## config.mk

```make
export PLATFORM = sky130hd
export DESIGN_NAME = hazard_stall_ctrl
export DESIGN_NICKNAME = d
export VERILOG_FILES = /design/src/rtl/hazard_stall_ctrl.sv
export SDC_FILE = /design/constraint.sdc
export NUM_CORES = 1
export LEC_CHECK = 0
export CORE_MARGIN = 5
export CORE_UTILIZATION = 40
export CTS_BUF_LIST = sky130_fd_sc_hd__clkbuf_16
export DETAILED_ROUTE_END_ITERATION = 10
export PLACE_DENSITY_LB_ADDON = 0.08
export RECOVER_POWER = 25
export SETUP_SLACK_MARGIN = 0.2
export SLEW_MARGIN = 5
export SYNTH_ARGS = -nofsm -noshare
export SYNTH_HDL_FRONTEND = slang
export SYNTH_SLANG_ARGS = --single-unit
```

## constraint.sdc

```tcl
create_clock -name clk_i -period 5 [get_ports clk_i]
set_input_delay 1 -clock clk_i [delete_from_list [all_inputs] [get_ports clk_i]]
set_output_delay 1 -clock clk_i [all_outputs]
set_load 0.01 [all_outputs]
```

## src/rtl/hazard_stall_ctrl.sv

```systemverilog
// rtl/hazard_stall_ctrl.sv - load-use / branch / memory-wait stall and flush controller
// Freezes the pipeline on slow data memory, bubbles on load-use, flushes on taken branches.
module hazard_stall_ctrl #(
  parameter int MEM_TIMEOUT = 16,
  parameter int CNT_W       = 32
) (
  input  logic             clk_i,
  input  logic             rst_i,
  input  logic [4:0]       id_rs1_addr_i,
  input  logic [4:0]       id_rs2_addr_i,
  input  logic             id_rs1_used_i,
  input  logic             id_rs2_used_i,
  input  logic [4:0]       ex_rd_addr_i,
  input  logic             ex_mem_rden_i,
  input  logic             ex_br_taken_i,
  input  logic             mem_req_valid_i,
  input  logic             mem_rsp_ready_i,
  output logic             pc_stall_o,
  output logic             if_id_stall_o,
  output logic             if_id_flush_o,
  output logic             id_ex_stall_o,
  output logic             id_ex_flush_o,
  output logic             ex_mem_stall_o,
  output logic             mem_wb_flush_o,
  output logic             mem_fault_o,
  output logic [CNT_W-1:0] stall_cnt_o,
  output logic [CNT_W-1:0] flush_cnt_o
);

  localparam int WC_W = $clog2(MEM_TIMEOUT + 1);

  typedef enum logic [1:0] {RUN, MEM_WAIT, MEM_FAULT} state_t;

  state_t          state, state_nxt;
  logic [WC_W-1:0] wait_cnt, wait_cnt_nxt;
  logic            memwait, loaduse;
  logic            freeze, br_flush, lu_stall;

  assign memwait = mem_req_valid_i & ~mem_rsp_ready_i;
  assign loaduse = ex_mem_rden_i & (ex_rd_addr_i != 5'd0) &
                   ((id_rs1_used_i & (id_rs1_addr_i == ex_rd_addr_i)) |
                    (id_rs2_used_i & (id_rs2_addr_i == ex_rd_addr_i)));

  always_ff @(posedge clk_i or posedge rst_i) begin
    if (rst_i) begin
      state    <= RUN;
      wait_cnt <= '0;
    end else begin
      state    <= state_nxt;
      wait_cnt <= wait_cnt_nxt;
    end
  end

  // wait_cnt numbers the current MEM_WAIT cycle; the fault fires after MEM_TIMEOUT of them.
  always_comb begin
    state_nxt    = state;
    wait_cnt_nxt = wait_cnt;
    case (state)
      RUN: begin
        if (memwait) begin
          state_nxt    = MEM_WAIT;
          wait_cnt_nxt = WC_W'(1);
        end
      end
      MEM_WAIT: begin
        if (!memwait) begin
          state_nxt    = RUN;
          wait_cnt_nxt = '0;
        end else if (wait_cnt == WC_W'(MEM_TIMEOUT)) begin
          state_nxt    = MEM_FAULT;
          wait_cnt_nxt = '0;
        end else begin
          wait_cnt_nxt = wait_cnt + WC_W'(1);
        end
      end
      MEM_FAULT: begin
        state_nxt    = RUN;
        wait_cnt_nxt = '0;
      end
      default: begin
        state_nxt    = RUN;
        wait_cnt_nxt = '0;
      end
    endcase
  end

  // A held EX stage defers the branch flush to the release cycle.
  always_comb begin
    freeze   = 1'b0;
    br_flush = 1'b0;
    lu_stall = 1'b0;
    if (!rst_i) begin
      freeze   = (state == MEM_FAULT) | memwait;
      br_flush = ~freeze & ex_br_taken_i;
      lu_stall = ~freeze & ~ex_br_taken_i & loaduse;
    end
    pc_stall_o     = freeze | lu_stall;
    if_id_stall_o  = freeze | lu_stall;
    if_id_flush_o  = br_flush;
    id_ex_stall_o  = freeze;
    id_ex_flush_o  = br_flush | lu_stall;
    ex_mem_stall_o = freeze;
    mem_wb_flush_o = freeze;
    mem_fault_o    = ~rst_i & (state == MEM_FAULT);
  end

  always_ff @(posedge clk_i or posedge rst_i) begin
    if (rst_i) begin
      stall_cnt_o <= '0;
      flush_cnt_o <= '0;
    end else begin
      if (pc_stall_o)
        stall_cnt_o <= stall_cnt_o + CNT_W'(1);
      if (br_flush)
        flush_cnt_o <= flush_cnt_o + CNT_W'(1);
    end
  end

endmodule

```

==> impl_metrics.py, run 1 <==
metrics = {
    "outcome": {
        "status": "complete, but fails checks",
        "violations": "capacitance limit, slew limit",
    },
    "floorplanning": {
        "die_h_um": 103,
        "die_area_um2": 10600,
        "die_x_um": 103,
        "ios": 95,
        "core_area_um2": 8300,
        "initial_core_util": 0.416,
        "rows": 33,
    },
    "clock_tree": {
        "cts_tree": "done",
        "cts_resized": 0,
        "insertion_delay_ns": 0.33,
        "clock-sinks": 71,
        "cts_setup_buffers": 0,
        "htree_levels": 3,
        "hold_buffers": 0,
        "cts.path.max_buffers": 2,
        "numCtsBuffers": 9,
        "clk_pin_slew_ns": 0.06,
        "clockRootBuffer": "clkbuf_16",
    },
    "critical_path": {
        "cp-start-kind": "primary input",
        "path_buf_inv": 3,
        "path_common_cell": "clkdlybuf4s50_1",
        "worstPathArrival_ns": 2.99,
        "critPathKind": "in2out",
        "cp_top_family": "buffers and inverters",
        "crit_required_ns": 4.00,
        "cp-end-kind": "output port",
        "cp_cell_sequence": "clkdlybuf4s50_1, or4_1, o21ai_1, nor3_2, a21oi_2, inv_1, clkdlybuf4s50_1",
        "slowest_stage": "or4_1",
        "worst-path-max-fanout": 6,
        "max_stage_delay_ns": 0.54,
    },
    "global_route": {
        "grt_antenna_before_repair": 0,
        "grt_pass1_wl_um": 12800,
        "grt_max_degree": 40,
        "overflow": 0,
        "grt.total_usage": 0.154,
        "grt_pass1_vias": 2660,
    },
    "place": {
        "portBuffers": 94,
        "dpl-instance-area_um2": 4470,
        "dp_hpwl_um": 5600,
        "gp_congestion": 0.719,
    },
    "synth": {
        "yosysSeqAreaShare": 0.515,
        "synthMuxAreaShare": 0.00653,
        "synthCells": 325,
        "ys_ff_latch": 71,
        "synth_warnings": 0,
        "synth-simple-area-share": 0.224,
        "synth_top_family_by_area": "simple AND/OR/NAND/NOR gates",
        "synth_xor_xnor_area_share": 0.185,
        "synth_adder_area_share": 0.0145,
        "ys_types": 38,
        "netlist_area_um2": 3450,
        "syn-num-nets": 352,
        "syn_avg_cell_area_um2": 10.6,
        "yosys_most_used_dff": "dfrtp_1",
        "synth_compound_area_frac": 0.0236,
        "synth_edf_count": 0,
        "ys_async_sr_fraction": 1.00,
    },
    "final_layout": {
        "syn2layout_area_growth_pct": 37.9,
        "fillCellCount": 778,
        "stdcell_area_um2": 4760,
        "drive_gt1_frac": 0.0535,
        "nNetsFinal": 452,
        "antennaDiodeCount": 0,
        "final_common_cell": "clkdlybuf4s50_1",
        "final_cell_mix": "93 x clkdlybuf4s50_1, 71 x dfrtp_1, 37 x xnor2_1",
    },
    "sta": {
        "rsz0062_at_grt": "no",
        "fmax_ghz": 0.250,
        "period_share": 0.799,
        "finalSetupTns_ns": 0,
        "max_slew_margin": -0.419,
        "hold_viol": 0,
        "worst_pin_slew_ns": 2.13,
        "fin_crit_ns": 3.99,
        "slew_viol_final": 73,
        "clock_skew_ns": 0.00888,
        "setup_viol": 0,
    },
    "detailed_routing": {
        "drtIter0Drc": 97,
        "routedWlPerCell_um": 14.2,
        "firstDrtPassIters": 4,
        "antenna_left": 0,
        "vias_per_cell": 5.01,
        "dr_total_vias": 2681,
        "drc_errors": 0,
        "routed_wl_um": 7610,
    },
    "power_and_ir_drop": {
        "p_per_area_nw_per_um2": 338,
        "ir_drop_uv": 258,
        "finalPower_mw": 1.61,
        "p_leak_nw": 2.05,
    },
    "run": {
        "maxCapViolCount": 2,
    },
    "worst_hold_path": {
        "hold_class": "reg2reg",
    },
}
==> registers in the layout, indices dropped and copies added, names as in the netlist <==
name,cells
state,2
wait_cnt,5
flush_cnt_o,32
stall_cnt_o,32
==> layer usage <==
| metal | GRT usage | vias up | wire (um) |
|---|---|---|---|
| met5 | 0 | - | 0 |
| met3 | 0.0555 | 10 | 618 |
| li1 | - | 1316 | - |
| met4 | 0.0568 | 0 | 138 |
| met2 | 0.226 | 78 | 3400 |
| met1 | 0.210 | 1277 | 3450 |
==> power by group <==
part / switching, mW / internal (mW) / leakage, nW / total [mW]
Combinational: 0.120 / 0.156 / 0.985 / 0.276
Sequential: 0.0743 / 0.626 / 0.916 / 0.700
Clock: 0.242 / 0.386 / 0.150 / 0.629
==> through the flow <==
step / instances / util / hold WS [ns] / setup slack, ns
after global routing: 535 / 0.573 / 0.480 / 0.886
after floorplan: 325 / - / 0.490 / 0.597
after CTS: 535 / 0.574 / 0.471 / 0.974
after global placement: 519 / 0.538 / 0.462 / 0.985
after detailed placement: 519 / 0.538 / 0.463 / 0.976
final: 535 / 0.573 / 0.467 / 1.01
==> worst paths after layout <==
check | start | to | slack (ns) | cells past startpoint
worst min-delay path | flush_cnt_o[31] | flush_cnt_o[31] | 0.47 | 1
worst min register to register | flush_cnt_o[31] | flush_cnt_o[31] | 0.47 | 1
min in group asynchronous | rst_i | flush_cnt_o[15] | 1.83 | 3
max in group asynchronous | rst_i | stall_cnt_o[1] | 1.76 | 3
worst max register to register | state[1] | flush_cnt_o[31] | 2.63 | 6
worst max-delay path | ex_rd_addr_i[1] | if_id_stall_o | 1.01 | 7
==> cells by family after synthesis <==
kind of cell	after synthesis
AND/OR/NAND/NOR	147
adder cells (fa/ha/maj)	4
flip-flops	71
multiplexers	2
XOR/XNOR	73
buffers and inverters	16
AO/OA/AOI/OAI	12
==> layout make-up <==
cell class / count / area (um2) / area share
sequential: 71 / 1780 / 0.374
clock inverter: 7 / 71.3 / 0.0150
timing repair buffer: 97 / 956 / 0.201
clock buffer: 9 / 225 / 0.0474
multi-input combinational: 238 / 1570 / 0.329
inverter: 8 / 30.0 / 0.00631
tap: 105 / 131 / 0.0276
==> cell usage after synthesis, types with 2 or more instances <==
master / count / area, um2
nor3_1: 17 / 85.1
nor4b_1: 3 / 26.3
nor3b_1: 4 / 30.0
xor2_1: 36 / 315
a21oi_2: 2 / 17.5
nor2_1: 23 / 86.3
buf_4: 3 / 22.5
o21ai_0: 3 / 15.0
nand3_1: 27 / 135
and4_1: 7 / 61.3
mux2_2: 2 / 22.5
dfrtp_1: 71 / 1780
inv_1: 8 / 30.0
ha_1: 4 / 50.1
xnor2_1: 37 / 324
nand2_1: 30 / 113
and3_1: 14 / 87.6
and2_1: 3 / 18.8
nand4_1: 12 / 75.1
No activity file was read; power rests on OpenSTA's default activity.
==> run 2: changes to the inputs <==
==> constraint.sdc (replaced) <==
create_clock -name clk_i -period 3.5 [get_ports clk_i]
set_input_delay 0.7 -clock clk_i [delete_from_list [all_inputs] [get_ports clk_i]]
set_output_delay 0.7 -clock clk_i [all_outputs]
set_load 0.01 [all_outputs]
==> impl_metrics.py, run 2 (synthesis gave the netlist of run 1 again) <==
metrics = {
    "outcome": {
        "status": "complete, but fails checks",
        "violations": "capacitance limit, slew limit",
    },
    "clock_tree": {
        "clockRootBuffer": "clkbuf_16",
        "cts_tree": "done",
        "hold_buffers": 0,
        "cts.path.max_buffers": 2,
        "htree_levels": 3,
        "clk_pin_slew_ns": 0.05,
        "insertion_delay_ns": 0.32,
        "clock-sinks": 71,
        "numCtsBuffers": 9,
        "cts_setup_buffers": 0,
    },
    "detailed_routing": {
        "drc_errors": 0,
        "routed_wl_um": 7830,
        "firstDrtPassIters": 4,
        "antenna_left": 0,
        "vias_per_cell": 5.01,
        "drtIter0Drc": 123,
        "routedWlPerCell_um": 14.5,
        "dr_total_vias": 2700,
    },
    "power_and_ir_drop": {
        "p_leak_nw": 2.06,
        "p_per_area_nw_per_um2": 477,
        "swShare": 0.269,
        "finalPower_mw": 2.28,
        "p_seq_frac": 0.439,
        "switchingPower_uw": 613,
        "intPower_mw": 1.66,
        "pwr-share-clk": 0.386,
        "pwr-share-comb": 0.175,
        "ir_drop_uv": 286,
    },
    "place": {
        "portBuffers": 94,
        "place_inst": 523,
        "dp_hpwl_um": 5660,
        "gp_congestion": 0.745,
    },
    "sta": {
        "hold_viol": 0,
        "fin_hold_ws_ns": 0.469,
        "fin_crit_ns": 3.22,
        "finalSetupTns_ns": 0,
        "slew_viol_final": 72,
        "worst_pin_slew_ns": 1.74,
        "period_share": 0.920,
        "setup_viol": 0,
        "rsz0062_at_grt": "no",
        "clock_skew_ns": 0.00838,
        "max_slew_margin": -0.162,
        "fmax_ghz": 0.311,
    },
    "final_layout": {
        "regArea_um2": 1780,
        "fillCellCount": 757,
        "final_cell_mix": "90 x clkdlybuf4s50_1, 71 x dfrtp_1, 37 x xnor2_1",
        "final_common_cell": "clkdlybuf4s50_1",
        "antennaDiodeCount": 0,
        "nNetsFinal": 456,
        "syn2layout_area_growth_pct": 38.4,
        "top_regs": "flush_cnt_o x32, stall_cnt_o x32, wait_cnt x5",
        "multi_input_comb_area_um2": 1570,
        "drive_gt1_frac": 0.0599,
        "fin_cells": 539,
    },
    "critical_path": {
        "worstPathArrival_ns": 2.52,
        "worst-path-max-fanout": 2,
        "cp-start-kind": "primary input",
        "crit_required_ns": 2.80,
        "critPathKind": "in2out",
        "cp-end-kind": "output port",
    },
    "global_route": {
        "grt_max_degree": 72,
        "grt_pass1_vias": 2755,
        "overflow": 0,
        "grt.total_usage": 0.158,
        "grt_pass1_wl_um": 13200,
        "grt_antenna_before_repair": 0,
    },
    "floorplanning": {
        "core_area_um2": 8300,
        "die_area_um2": 10600,
        "ios": 95,
        "die_x_um": 103,
        "rows": 33,
        "die_h_um": 103,
        "initial_core_util": 0.416,
    },
    "run": {
        "maxCapViolCount": 1,
    },
    "worst_hold_path": {
        "hold_class": "reg2reg",
    },
}
run 2: cell count changes in the layout (fill, tap and decap cells not counted):
cell / change
inv_1: -1
clkinv_4: -1
clkinv_1: +2
clkinv_2: -1
clkbuf_2: +1
dlygate4sd2_1: +2
buf_4: +3
clkinvlp_2: +1
clkdlybuf4s50_1: -3
dlygate4sd3_1: +1
inv_6: -1
clkinvlp_4: +1
run 2: power by group through the flow:
stage	clock network [mW]	logic, mW	registers (mW)
after floorplan	0	0.162	1.02
after global placement	0	0.404	1.01
after detailed placement	0	0.406	1.01
after CTS	0.902	0.409	1.00
after global routing	0.943	0.436	1.02
final	0.879	0.398	1.00
run 2: area by class of cell:
type	instances	area share
clock buffer	9	0.0472
clock inverter	7	0.0134
inverter	8	0.00655
multi-input combinational	238	0.328
sequential	71	0.372
tap	105	0.0275
timing repair buffer	101	0.205
run 2: worst max-delay path, stage by stage:
cell	delay (ns)
clkdlybuf4s50_1	0.41
or4_1	0.51
o21ai_1	0.17
nor3_2	0.07
a21o_1	0.17
clkdlybuf4s50_1	0.48
run 2: layer usage:
layer  GRT usage  up-vias  share of wire
met5           0        -              0
met4      0.0598        0          0.011
met3      0.0487        7          0.079
met2       0.242       81           0.46
met1       0.211     1291           0.45
li1            -     1321              -
run 2: worst paths after layout:
kind                       depth (start not counted)            start  slack, ns               to
max in group asynchronous                          3            rst_i       0.89   flush_cnt_o[6]
min reg2reg                                        1  stall_cnt_o[31]       0.47  stall_cnt_o[31]
max                                                6  ex_rd_addr_i[1]       0.28    id_ex_flush_o
min in group asynchronous                          3            rst_i       1.56  stall_cnt_o[25]
max reg2reg                                        7         state[1]       0.99  flush_cnt_o[31]
min                                                1  stall_cnt_o[31]       0.47  stall_cnt_o[31]
run 2: per-stage QoR:
step | worst slack (ns) | area [um2] | util
6_report | 0.280 | 4770 | 0.575
5_1_grt | 0.203 | 4770 | 0.575
4_1_cts | 0.259 | 4790 | 0.577
3_5_place_dp | 0.125 | 4500 | 0.542
3_3_place_gp | 0.145 | 4500 | 0.542
2_1_floorplan | 0.276 | 3450 | -
run 2: what timing repair did:
item	4_1_cts	5_1_grt
gates resized for setup	2	0
endpoints found under the setup margin	2	0
hold endpoints to repair	0	0
